==> src/rtl/check_lag_pkg.sv <==
// check_lag_pkg
//   Shared definitions for the lag-capture block: the measurement state type
//   and the bit positions used in the software latch register and the
//   readback word.
//   Ports: none (package only).
//   Configuration macro: CHECK_LAG_AUTO_REARM_EN (consumed by check_lag_capture).

package check_lag_pkg;

  // Measurement sequence: idle, armed and waiting for the reference pulse,
  // counting towards the data pulse, and holding a finished result.
  typedef enum logic [1:0] {
    IDLE     = 2'd0,
    WAIT_REF = 2'd1,
    COUNT    = 2'd2,
    DONE     = 2'd3
  } lag_state_e;

  // Software latch register bits.
  localparam int ARM_BIT   = 0;
  localparam int CLR_BIT   = 1;

  // Readback word flag bits.
  localparam int VALID_BIT = 31;
  localparam int OVF_BIT   = 30;

endpackage

==> src/rtl/check_lag_edge.sv <==
// check_lag_edge
//   Registered rising-edge detector for the software arm bit. The pulse
//   appears one cycle after the rising edge is sampled, so the consumer acts
//   on it the cycle after the edge.
//   Ports:
//     clk_i    - clock
//     rst_ni   - synchronous active-low reset
//     level_i  - level input to watch
//     rise_o   - one-cycle registered pulse on a 0->1 transition of level_i
//   Configuration macro: none (CHECK_LAG_AUTO_REARM_EN is handled by the top).

module check_lag_edge (
  input  logic clk_i,
  input  logic rst_ni,
  input  logic level_i,
  output logic rise_o
);

  logic level_q;
  logic rise_q;

  // The history register tracks the input even while reset is held, so a
  // bit that is already high when reset releases is not mistaken for a new
  // rising edge. The pulse register itself is cleared by reset.
  always_ff @(posedge clk_i) begin
    if (!rst_ni) begin
      level_q <= level_i;
      rise_q  <= 1'b0;
    end else begin
      level_q <= level_i;
      rise_q  <= level_i & ~level_q;
    end
  end

  assign rise_o = rise_q;

endmodule

==> src/rtl/check_lag_capture.sv <==
// check_lag_capture
//   Measures the number of clock cycles between a reference sync pulse and
//   the following data-stream sync pulse, after being armed by software.
//   Ports:
//     user_clk   - single clock
//     user_rst_n - synchronous active-low reset
//     latch_reg  - software latch register; bit 0 arm (rising edge),
//                  bit 1 clear (level), other bits ignored
//     ref_sync   - reference sync pulse
//     dat_sync   - data-stream sync pulse
//     lag_out    - readback: bit 31 valid, bit 30 overflow,
//                  bits CNT_W-1:0 lag, other bits zero
//     busy       - high while waiting for the reference or counting
//   Parameters:
//     CNT_W   - counter / lag field width (8..28)
//     TIMEOUT - elapsed count at which a measurement aborts with overflow
//   Configuration macro:
//     CHECK_LAG_AUTO_REARM_EN - when defined, DONE lasts one cycle and the
//     block rearms itself, keeping the last result visible until the next
//     result replaces it.

module check_lag_capture
  import check_lag_pkg::*;
#(
  parameter int CNT_W   = 16,
  parameter int TIMEOUT = 65535
) (
  input  logic        user_clk,
  input  logic        user_rst_n,
  input  logic [31:0] latch_reg,
  input  logic        ref_sync,
  input  logic        dat_sync,
  output logic [31:0] lag_out,
  output logic        busy
);

  localparam logic [CNT_W-1:0] TIMEOUT_CNT = CNT_W'(TIMEOUT);
  localparam logic [CNT_W-1:0] CNT_ONE     = CNT_W'(1);

  lag_state_e       state_q;
  logic [CNT_W-1:0] cnt_q;
  logic [CNT_W-1:0] lag_q;
  logic             valid_q;
  logic             ovf_q;
  logic             busy_q;
  logic             armRise;
  logic             unusedLatchBits;

  assign unusedLatchBits = ^latch_reg[31:2];

  check_lag_edge u_arm_edge (
    .clk_i   (user_clk),
    .rst_ni  (user_rst_n),
    .level_i (latch_reg[ARM_BIT]),
    .rise_o  (armRise)
  );

  // Measurement controller. Priority is reset, then the clear level, then a
  // fresh arm event, then the normal state progression. The counter holds
  // the number of cycles elapsed since the reference pulse, so a data pulse
  // k cycles after the reference reports lag k. The counter stops at
  // TIMEOUT; if no data pulse arrives on that cycle the result is the
  // saturated count flagged as overflow. Busy is registered alongside the
  // state so it tracks WAIT_REF/COUNT without decoding.
  always_ff @(posedge user_clk) begin
    if (!user_rst_n) begin
      state_q <= IDLE;
      cnt_q   <= '0;
      lag_q   <= '0;
      valid_q <= 1'b0;
      ovf_q   <= 1'b0;
      busy_q  <= 1'b0;
    end else if (latch_reg[CLR_BIT]) begin
      state_q <= IDLE;
      cnt_q   <= '0;
      lag_q   <= '0;
      valid_q <= 1'b0;
      ovf_q   <= 1'b0;
      busy_q  <= 1'b0;
    end else if (armRise) begin
      state_q <= WAIT_REF;
      cnt_q   <= '0;
      lag_q   <= '0;
      valid_q <= 1'b0;
      ovf_q   <= 1'b0;
      busy_q  <= 1'b1;
    end else begin
      case (state_q)
        IDLE: begin
        end
        WAIT_REF: begin
          if (ref_sync && dat_sync) begin
            state_q <= DONE;
            lag_q   <= '0;
            valid_q <= 1'b1;
            ovf_q   <= 1'b0;
            busy_q  <= 1'b0;
          end else if (ref_sync) begin
            state_q <= COUNT;
            cnt_q   <= CNT_ONE;
          end
        end
        COUNT: begin
          if (dat_sync) begin
            state_q <= DONE;
            lag_q   <= cnt_q;
            valid_q <= 1'b1;
            ovf_q   <= 1'b0;
            busy_q  <= 1'b0;
          end else if (cnt_q == TIMEOUT_CNT) begin
            state_q <= DONE;
            lag_q   <= TIMEOUT_CNT;
            valid_q <= 1'b1;
            ovf_q   <= 1'b1;
            busy_q  <= 1'b0;
          end else begin
            cnt_q   <= cnt_q + 1'b1;
          end
        end
        DONE: begin
`ifdef CHECK_LAG_AUTO_REARM_EN
          // Result registers are left alone so the last lag stays readable.
          state_q <= WAIT_REF;
          cnt_q   <= '0;
          busy_q  <= 1'b1;
`else
          // Terminal until software arms again or clears.
          state_q <= DONE;
`endif
        end
        default: begin
          state_q <= IDLE;
          busy_q  <= 1'b0;
        end
      endcase
    end
  end

  // Readback word is pure wiring of the registered result fields.
  always_comb begin
    lag_out            = '0;
    lag_out[CNT_W-1:0] = lag_q;
    lag_out[OVF_BIT]   = ovf_q;
    lag_out[VALID_BIT] = valid_q;
  end

  assign busy = busy_q;

endmodule

==> config.mk <==
export PLATFORM = sky130hd
export DESIGN_NAME = check_lag_capture
export DESIGN_NICKNAME = d
export VERILOG_FILES = /design/src/rtl/check_lag_pkg.sv /design/src/rtl/check_lag_edge.sv /design/src/rtl/check_lag_capture.sv
export SDC_FILE = /design/constraint.sdc
export NUM_CORES = 1
export LEC_CHECK = 0
export BUFFER_PORTS_ARGS = -buffer_cell sky130_fd_sc_hd__clkbuf_2
export CAP_MARGIN = 40
export CORE_ASPECT_RATIO = 1.75
export CORE_MARGIN = 8
export CORE_UTILIZATION = 50
export CTS_CLUSTER_DIAMETER = 200
export DETAILED_ROUTE_END_ITERATION = 10
export PLACE_DENSITY = 0.86
export SETUP_SLACK_MARGIN = 0.05
export SLEW_MARGIN = 10
export SYNTH_ARGS = -nofsm -noshare
export SYNTH_HDL_FRONTEND = slang
export SYNTH_SLANG_ARGS = --single-unit
==> constraint.sdc <==
create_clock -name user_clk -period 2.9 [get_ports user_clk]
set_clock_uncertainty 0.1 [all_clocks]
set_input_delay 0.435 -clock user_clk [delete_from_list [all_inputs] [get_ports user_clk]]
set_output_delay 0.435 -clock user_clk [all_outputs]
set_load 0.005 [all_outputs]
==> Yosys cells after proc, flatten, opt, wreduce, memory -nomap -nowiden <==
Cells that the tools add are included.
{ "word_totals": {"ff_bits": 39, "inputBits": 36, "wordCells": 65} }
{ "op_classes": {"add_sub_neg": 1, "n_eq_ne": 14, "muxes": 26, "bitwise_logic": 3, "reduce_logical": 12} }
{ "ops": {"columns": ["operator", "n"], "rows": [
  ["$mux W16", 7],
  ["$pmux W16 S2", 2],
  ["$add A16 B1 Y16 const B", 1],
  ["$eq A16 B16 Y1 const B", 1],
  ["$reduce_and A3 Y1", 4],
  ["$ne A2 B2 Y1 const B", 5],
  ["$mux W1", 9],
  ["$mux W2", 4],
  ["$ne A4 B3 Y1 const B", 2],
  ["$ne A3 B3 Y1 const B", 2],
  ["$pmux W1 S2", 3],
  ["$pmux W2 S3", 1],
  ["$reduce_bool A3 Y1", 2],
  ["$reduce_and A5 Y1", 1],
  ["$eq A2 B2 Y1 const B", 2],
  ["$reduce_bool A4 Y1", 1],
  ["$ne A3 B2 Y1 const B", 1],
  ["$reduce_or A3 Y1", 1],
  ["$eq A2 B1 Y1 const B", 1],
  ["$not A1 Y1", 2],
  ["$reduce_bool A2 Y1", 1],
  ["$reduce_or A2 Y1", 1],
  ["$and A1 B1 Y1", 1],
  ["$logic_and A1 B1 Y1", 1]
]} }

==> Longest topological paths before layout <==
Gate-level depths: netlist (run 1).
{ "depth": {"ltp_word": 5, "depth_mapped": 8, "mapped_depth_nobuf": 7} }

==> Hierarchy <==
Synthesis (run 1) repeated with hierarchy kept, for this count alone.
{ "unflattened": {"hier_cells": 229, "hier_area_um2": 1975.6} }
{ "modules_own_cells": {"columns": ["module", "n_inst", "cells_each", "area_each_um2", "seq_area_each_um2"], "rows": [
  ["check_lag_capture", 1, 226, 1926.8, 740.7],
  ["check_lag_edge", 1, 3, 48.8, 40.0]
]} }

==> Worst setup path before layout (run 1) <==
Ideal clock, no wire load.
{ "synth_timing": {"kind": "register to register", "from": "reg state_q[1]", "to": "reg cnt_q[13]", "setup_ns": 0.070, "t_arrival_ns": 1.885, "t_required_ns": 2.730, "slack_ns": 0.845, "stages_incl_launch_ff": 9, "path_buffers": 1, "synth_period_minus_slack_ns": 2.055, "path_cell_list": "dfxtp_1 > inv_1 > ha_1 > nand2b_1 > a21o_1 > a31o_1 > buf_6 > or4_1 > a21oi_1"} }
{ "synth_via": {"elab_chain_len": 3, "word_cells_on_any_way": 9, "cone_classes": "6 x eq/ne; 1 x mux; 2 x reduce/logical"} }
{ "synth_rtl": {"columns": ["element", "line_no", "source"], "rows": [
  ["start, declared", "check_lag_capture.sv:40", "lag_state_e state_q;"],
  ["start signal, assigned", "check_lag_capture.sv:67", "state_q <= IDLE;"],
  ["start signal, assigned", "check_lag_capture.sv:74", "state_q <= IDLE;"],
  ["start signal, assigned", "check_lag_capture.sv:81", "state_q <= WAIT_REF;"],
  ["$eq A2 B2 Y1 / $eq A2 B1 Y1 (equally long branches)", "check_lag_capture.sv:88", "case (state_q)"],
  ["$ne A2 B2 Y1 (no source line) / $reduce_bool A2 Y1 (equally long branches)", null, null],
  ["$reduce_and A5 Y1 (no source line)", null, null],
  ["end signal, assigned", "check_lag_capture.sv:117", "cnt_q <= cnt_q + 1'b1;"],
  ["end, declared", "check_lag_capture.sv:41", "logic [CNT_W-1:0] cnt_q;"]
]} }
Parallel ways exist; a longest one is shown, timed or not.
A chain may end at the register's enable or synchronous reset.

==> Worst setup path after layout (run 1) <==
{ "layout_timing": {"from": "reg state_q[1]", "to": "reg cnt_q[15]"} }
The elaborated chain is that of the path after synthesis.

==> results of run 1 <==
-- final cells by class --
cell class,instances,area share [%]
multi-input cells,176,50.1
clock inverters,1,0.226
flip-flops and latches,39,35.3
inverters,6,1.02
repair buffers,29,7.13
clock buffers,7,3.45
well taps,49,2.77
-- kinds of logic (layout without fill, tap and decap cells) --
kind of cell,after synthesis,count (layout),synth area share [%]
compound gates,64,64,22.6
buf+inv,33,43,10.7
mux,1,1,0.485
fa+ha+maj,5,5,3.03
other cells,1,14,0.182
flops,39,39,37.9
simple gates,92,92,25.1
-- critical path: stages (launching register included) --
cell	delay, ps
dfxtp_1	380
inv_1	80
ha_1	230
nand2b_1	170
a21o_1	190
a31o_1	340
or4_1	560
a21oi_1	150
-- power by group through the flow --
stage | clock network (mW) | registers, mW | logic (mW)
after floorplan | 0 | 0.553 | 0.0619
after global placement | 0 | 0.553 | 0.0624
after detailed placement | 0 | 0.553 | 0.0643
after CTS | 0.355 | 0.541 | 0.0647
after global routing | 0.375 | 0.541 | 0.0735
final | 0.351 | 0.541 | 0.0654
-- state kept, by name, summed over array words and instances, names as in the netlist --
register,count
cnt_q,16
lag_q,16
state_q,2
busy,1
ovf_q,1
u_arm_edge.level_q,1
u_arm_edge.rise_o,1
valid_q,1
-- layout by cell type (no fill, tap or decap), drive strengths merged, types with 2 or more instances in the layout --
master / n
a21o: 4
a21oi: 10
a22o: 18
a31o: 2
a31oi: 6
and2: 4
buf: 5
clkbuf: 31
conb: 14
dfxtp: 39
ha: 5
inv: 6
nand2: 24
nand2b: 17
nand3: 8
nand4: 6
nand4b: 2
nor2: 11
nor2b: 4
nor3: 4
nor4: 2
o21a: 3
o21ai: 7
o22ai: 4
o31ai: 3
or2: 2
or3: 3
or4: 2
-- metrics by stage --
stage	util (%)	area (µm²)	power (mW)	instances
after global routing	54.8	2210	0.989	307
after detailed placement	52.8	2130	0.618	299
final	54.8	2210	0.958	307
after floorplan	-	2110	0.615	248
after global placement	52.8	2130	0.616	299
after CTS	54.8	2210	0.961	307
-- path summary, 6_finish.rpt --
check / endpoint / slack (ps) / from / cells past startpoint
setup / recovery: cnt_q[15]$_SDFFE_PP0P_ / 640 / state_q[1]$_SDFFE_PP0P_ / 7
hold / removal: u_arm_edge.level_q$_DFF_P_ / 160 / latch_reg[0] / 1
setup reg to reg: cnt_q[15]$_SDFFE_PP0P_ / 640 / state_q[1]$_SDFFE_PP0P_ / 7
hold reg to reg: u_arm_edge.rise_o$_SDFF_PN0_ / 290 / u_arm_edge.level_q$_DFF_P_ / 1
-- metal layers --
layer,vias to the layer above,GRT usage [%],share of wire [%]
li1,859,-,-
met1,847,13.5,39
met2,59,26.0,52
met3,15,4.68,5.7
met4,0,9.29,3.8
met5,-,0,0
==> impl_metrics.json, run 1 <==
{
  "status": "complete, no violations",
  "period_needed_ps": 2260,
  "p_sw_mw": 0.229,
  "grt_overflow_total": 0,
  "pwr-share-seq_pct": 56.5,
  "yosysTopAreaCellShare_pct": 37.9,
  "path_clk_slew_ps": 70,
  "post_cts_resized": 0,
  "setup_ws_ps": 635,
  "cts_root_buf": "clkbuf_8",
  "synth_seq_cells": 39,
  "finalSetupViolations": 0,
  "synth.distinct_cells": 53,
  "timing.fmax_ghz": 0.442,
  "powerDensity_mw_per_mm2": 433,
  "critPathMaxFanout": 11,
  "fin_crit_sh_pct": 78.1,
  "synth-warning-count": 0,
  "cts_setup_buffers": 0,
  "dp_hpwl_mm": 3.41,
  "ant_nets": 0,
  "die_h_um": 101,
  "ys_seq_area_share_pct": 37.9,
  "internal-power_mw": 0.729,
  "wl_mm": 4.64,
  "ys_async_sr_fraction_pct": 0,
  "p_leak_nw": 0.879,
  "die_area_mm2": 0.00652,
  "gr-usage-all-layers_pct": 14.5,
  "cts_num_sinks": 39,
  "yosysMostFrequentCell": "dfxtp_1",
  "initial_core_util_pct": 51.1,
  "synth_top_area_cell": "dfxtp_1",
  "tns_ps": 0,
  "finalHoldViolCount": 0,
  "critPathCaptureType": "flop",
  "drive_gt1_share_pct": 18.6,
  "htreeDepth": 2,
  "maxCapViolCount": 0,
  "grt_pass1_wl_mm": 7.76,
  "grt_start_max_net_pins": 24,
  "fin_nets": 298,
  "cts_buffers": 5,
  "cp_data_required_time_ps": 3030,
  "viasPerCell": 5.80,
  "dr.pass1.iters": 4,
  "arrival_ps": 2390,
  "whs_ps": 158,
  "netlist_area_mm2": 0.00206,
  "insertion_delay_ps": 290,
  "rsz0062_at_grt": "no",
  "regArea_um2": 781,
  "startpoint_type": "flop",
  "antenna_found_initial": 0,
  "syn_area_per_cell_um2": 8.77,
  "hold_class": "in -> reg",
  "die_x_um": 64.5,
  "report.final.slew_viol_count": 0,
  "gp_congestion": 0.855,
  "ir_worst_vdd_mv": 0.302,
  "area_growth_pct": 7.28,
  "synth_commonest_cells": "dfxtp_1 (39), nand2_1 (24), a22o_1 (18)",
  "place_ws_ps": 606,
  "drtIter0Drc": 58,
  "grt_pass1_vias": 1859,
  "syn_inst": 235,
  "crit_type": "reg -> reg",
  "io_buffers": 24,
  "combPwrFrac_pct": 6.8,
  "multi_input_area_mm2": 0.00111,
  "synth_edf_count": 0,
  "p_clk_share_pct": 36.7,
  "synthFlopType": "dfxtp_1",
  "ctsLongestPathBuffers": 2,
  "row_count": 31,
  "pin_count": 69,
  "worst_pin_slew_ps": 674,
  "cts_tree": "built",
  "vias": 1780,
  "fillers": 386,
  "relSlewSlack_pct": 55.1,
  "p_sw_share_pct": 23.9,
  "n_antenna_cell": 0,
  "drc": 0,
  "wire_per_inst_um": 15.1,
  "cts_hold_buf": 0,
  "synth.area.top_cells": "dfxtp_1 (38%), a22o_1 (7.6%), buf_4 (5.8%)",
  "core_area_mm2": 0.00403
}
(Power assumes the default switching activity.)
==> inputs of run 2 (changes only) <==
--- a/config.mk
+++ b/config.mk
@@ -9,10 +9,10 @@
 export CAP_MARGIN = 40
 export CORE_ASPECT_RATIO = 1.75
 export CORE_MARGIN = 8
-export CORE_UTILIZATION = 50
+export CORE_UTILIZATION = 45
 export CTS_CLUSTER_DIAMETER = 200
 export DETAILED_ROUTE_END_ITERATION = 10
-export PLACE_DENSITY = 0.86
+export PLACE_DENSITY = 0.82
 export SETUP_SLACK_MARGIN = 0.05
 export SLEW_MARGIN = 10
 export SYNTH_ARGS = -nofsm -noshare
==> constraint.sdc (replaced) <==
create_clock -name user_clk -period 2 [get_ports user_clk]
set_clock_uncertainty 0.1 [all_clocks]
set_input_delay 0.3 -clock user_clk [delete_from_list [all_inputs] [get_ports user_clk]]
set_output_delay 0.3 -clock user_clk [all_outputs]
set_load 0.005 [all_outputs]
==> impl_metrics.json, run 2 (synthesized netlist as in run 1, its figures left out) <==
{
  "status": "complete, no violations",
  "grt_overflow_total": 0,
  "grt_pass1_vias": 1956,
  "ctsLongestPathBuffers": 2,
  "drc": 0,
  "report.final.slew_viol_count": 0,
  "path_clk_slew_ps": 80,
  "insertion_delay_ps": 290,
  "fin_nets": 325,
  "maxCapViolCount": 0,
  "startpoint_type": "flop",
  "io_buffers": 24,
  "period_needed_ps": 1960,
  "die_h_um": 106,
  "hold_class": "in -> reg",
  "n_antenna_cell": 0,
  "viasPerCell": 5.62,
  "mostFrequentLayoutCell": "dfxtp_1",
  "top_regs": "cnt_q x16, lag_q x16, state_q x2",
  "design_area_mm2": 0.00251,
  "p_leak_nw": 1.04,
  "gp_congestion": 0.868,
  "fillers": 405,
  "slowest_stage": "or4_1",
  "initial_core_util_pct": 46.8,
  "gr-usage-all-layers_pct": 15.6,
  "cts_buffers": 5,
  "wl_mm": 5.27,
  "cp_data_required_time_ps": 2130,
  "place_area_mm2": 0.00231,
  "drive_gt1_share_pct": 30.2,
  "vias": 1889,
  "finalHoldViolCount": 0,
  "dr.pass1.iters": 4,
  "cts_num_sinks": 39,
  "dpl.cell_count": 323,
  "critPathCaptureType": "flop",
  "grt_start_max_net_pins": 18,
  "die_area_mm2": 0.00709,
  "grt_pass1_wl_mm": 8.87,
  "fin_crit_sh_pct": 97.8,
  "final-instance-count-excl-fill": 336,
  "rsz0062_at_grt": "yes",
  "powerDensity_mw_per_mm2": 634,
  "timing.fmax_ghz": 0.511,
  "cts_tree": "built",
  "die_x_um": 67.2,
  "crit_type": "reg -> reg",
  "htreeDepth": 2,
  "wire_per_inst_um": 15.7,
  "dp_hpwl_mm": 3.85,
  "core_area_mm2": 0.00440,
  "path_cells": "inv_2 > ha_4 > nand2b_4 > a21o_1 > a31o_4 > or4_1 > a21oi_1",
  "ir_worst_vdd_mv": 0.510,
  "row_count": 32,
  "antenna_found_initial": 0,
  "cts_root_buf": "clkbuf_8",
  "critPathMaxStageDelay_ps": 500,
  "drtIter0Drc": 87,
  "layout_common_cells": "dfxtp_1 (36), buf_4 (32), nand2_1 (24), clkbuf_2 (24), a22o_1 (18)",
  "area_growth_pct": 21.8,
  "arrival_ps": 2080,
  "pin_count": 69,
  "finalSetupViolations": 0,
  "critPathMaxFanout": 5,
  "total_power_mw": 1.59,
  "ant_nets": 0
}
run 2: changes by cell type in the layout (fill, tap and decap cells not counted), moves of 2 or more:
cell / before / now
buf_4: 5 / 32
clkbuf_1: 2 / 0
dfxtp_1: 39 / 36
dfxtp_2: 0 / 2
ha_1: 5 / 3
ha_4: 0 / 2
run 2: repair_timing:
action | CTS | global route
hold buffers | 0 | 0
pin swaps | 3 | 7
buffers inserted | 3 | 2
endpoints found under the hold margin | 0 | 0
setup endpoints to repair | 22 | 20
gates resized for setup | 8 | 2
run 2: layout make-up:
class	instances	area, µm²	share of cell area, %
Sequential cell	39	787	31.3
Timing Repair Buffer	56	360	14.3
Tap cell	51	63.8	2.54
Multi-Input combinational cell	176	1160	46.2
Clock buffer	6	82.6	3.29
Inverter	6	22.5	0.897
Clock inverter	2	35.0	1.40
run 2: final timing paths:
| check | startpoint | endpoint | slack [ps] | cells past startpoint |
|---|---|---|---|---|
| worst min-delay path | latch_reg[0] | u_arm_edge.level_q$_DFF_P_ | 20 | 1 |
| worst min register to register | u_arm_edge.level_q$_DFF_P_ | u_arm_edge.rise_o$_SDFF_PN0_ | 280 | 1 |
| worst max register to register | state_q[1]$_SDFFE_PP0P_ | cnt_q[13]$_SDFFE_PP0P_ | 40 | 7 |
| worst max-delay path | state_q[1]$_SDFFE_PP0P_ | cnt_q[13]$_SDFFE_PP0P_ | 40 | 7 |
run 2: layer usage:
metal / GRT usage, % / part of all wire (%)
met1: 16.0 / 38
met2: 27.6 / 54
met3: 3.71 / 5.1
met4: 8.57 / 3.2
met5: 0 / 0
run 2: report_power, final:
group / internal, mW / leakage (nW) / switching (mW)
Combinational: 0.0497 / 0.665 / 0.0736
Clock: 0.404 / 0.0612 / 0.281
Sequential: 0.780 / 0.316 / 0.00404
Total: 1.23 / 1.04 / 0.359
run 2: worst max-delay path, delay by kind of cell, from the launching register on:
kind,cells,cell delay [ps]
AOI/OAI and AO/OA,3,560
DFF,1,370
buffers and inverters,1,50
and+or+nand+nor,2,640
adders and majority gates,1,160
run 2: stage by stage:
step                      hold WS, ps  TNS, ps  utilization, %  worst slack, ps
final                            15.3        0            57.0             44.6
after detailed placement          277     -516            52.4            -38.1
after global routing             9.69    -19.8            57.0            -19.8
after global placement            273        0            52.4             14.5
after CTS                        12.1        0            56.4             60.5
after floorplan                   228        0               -             35.1
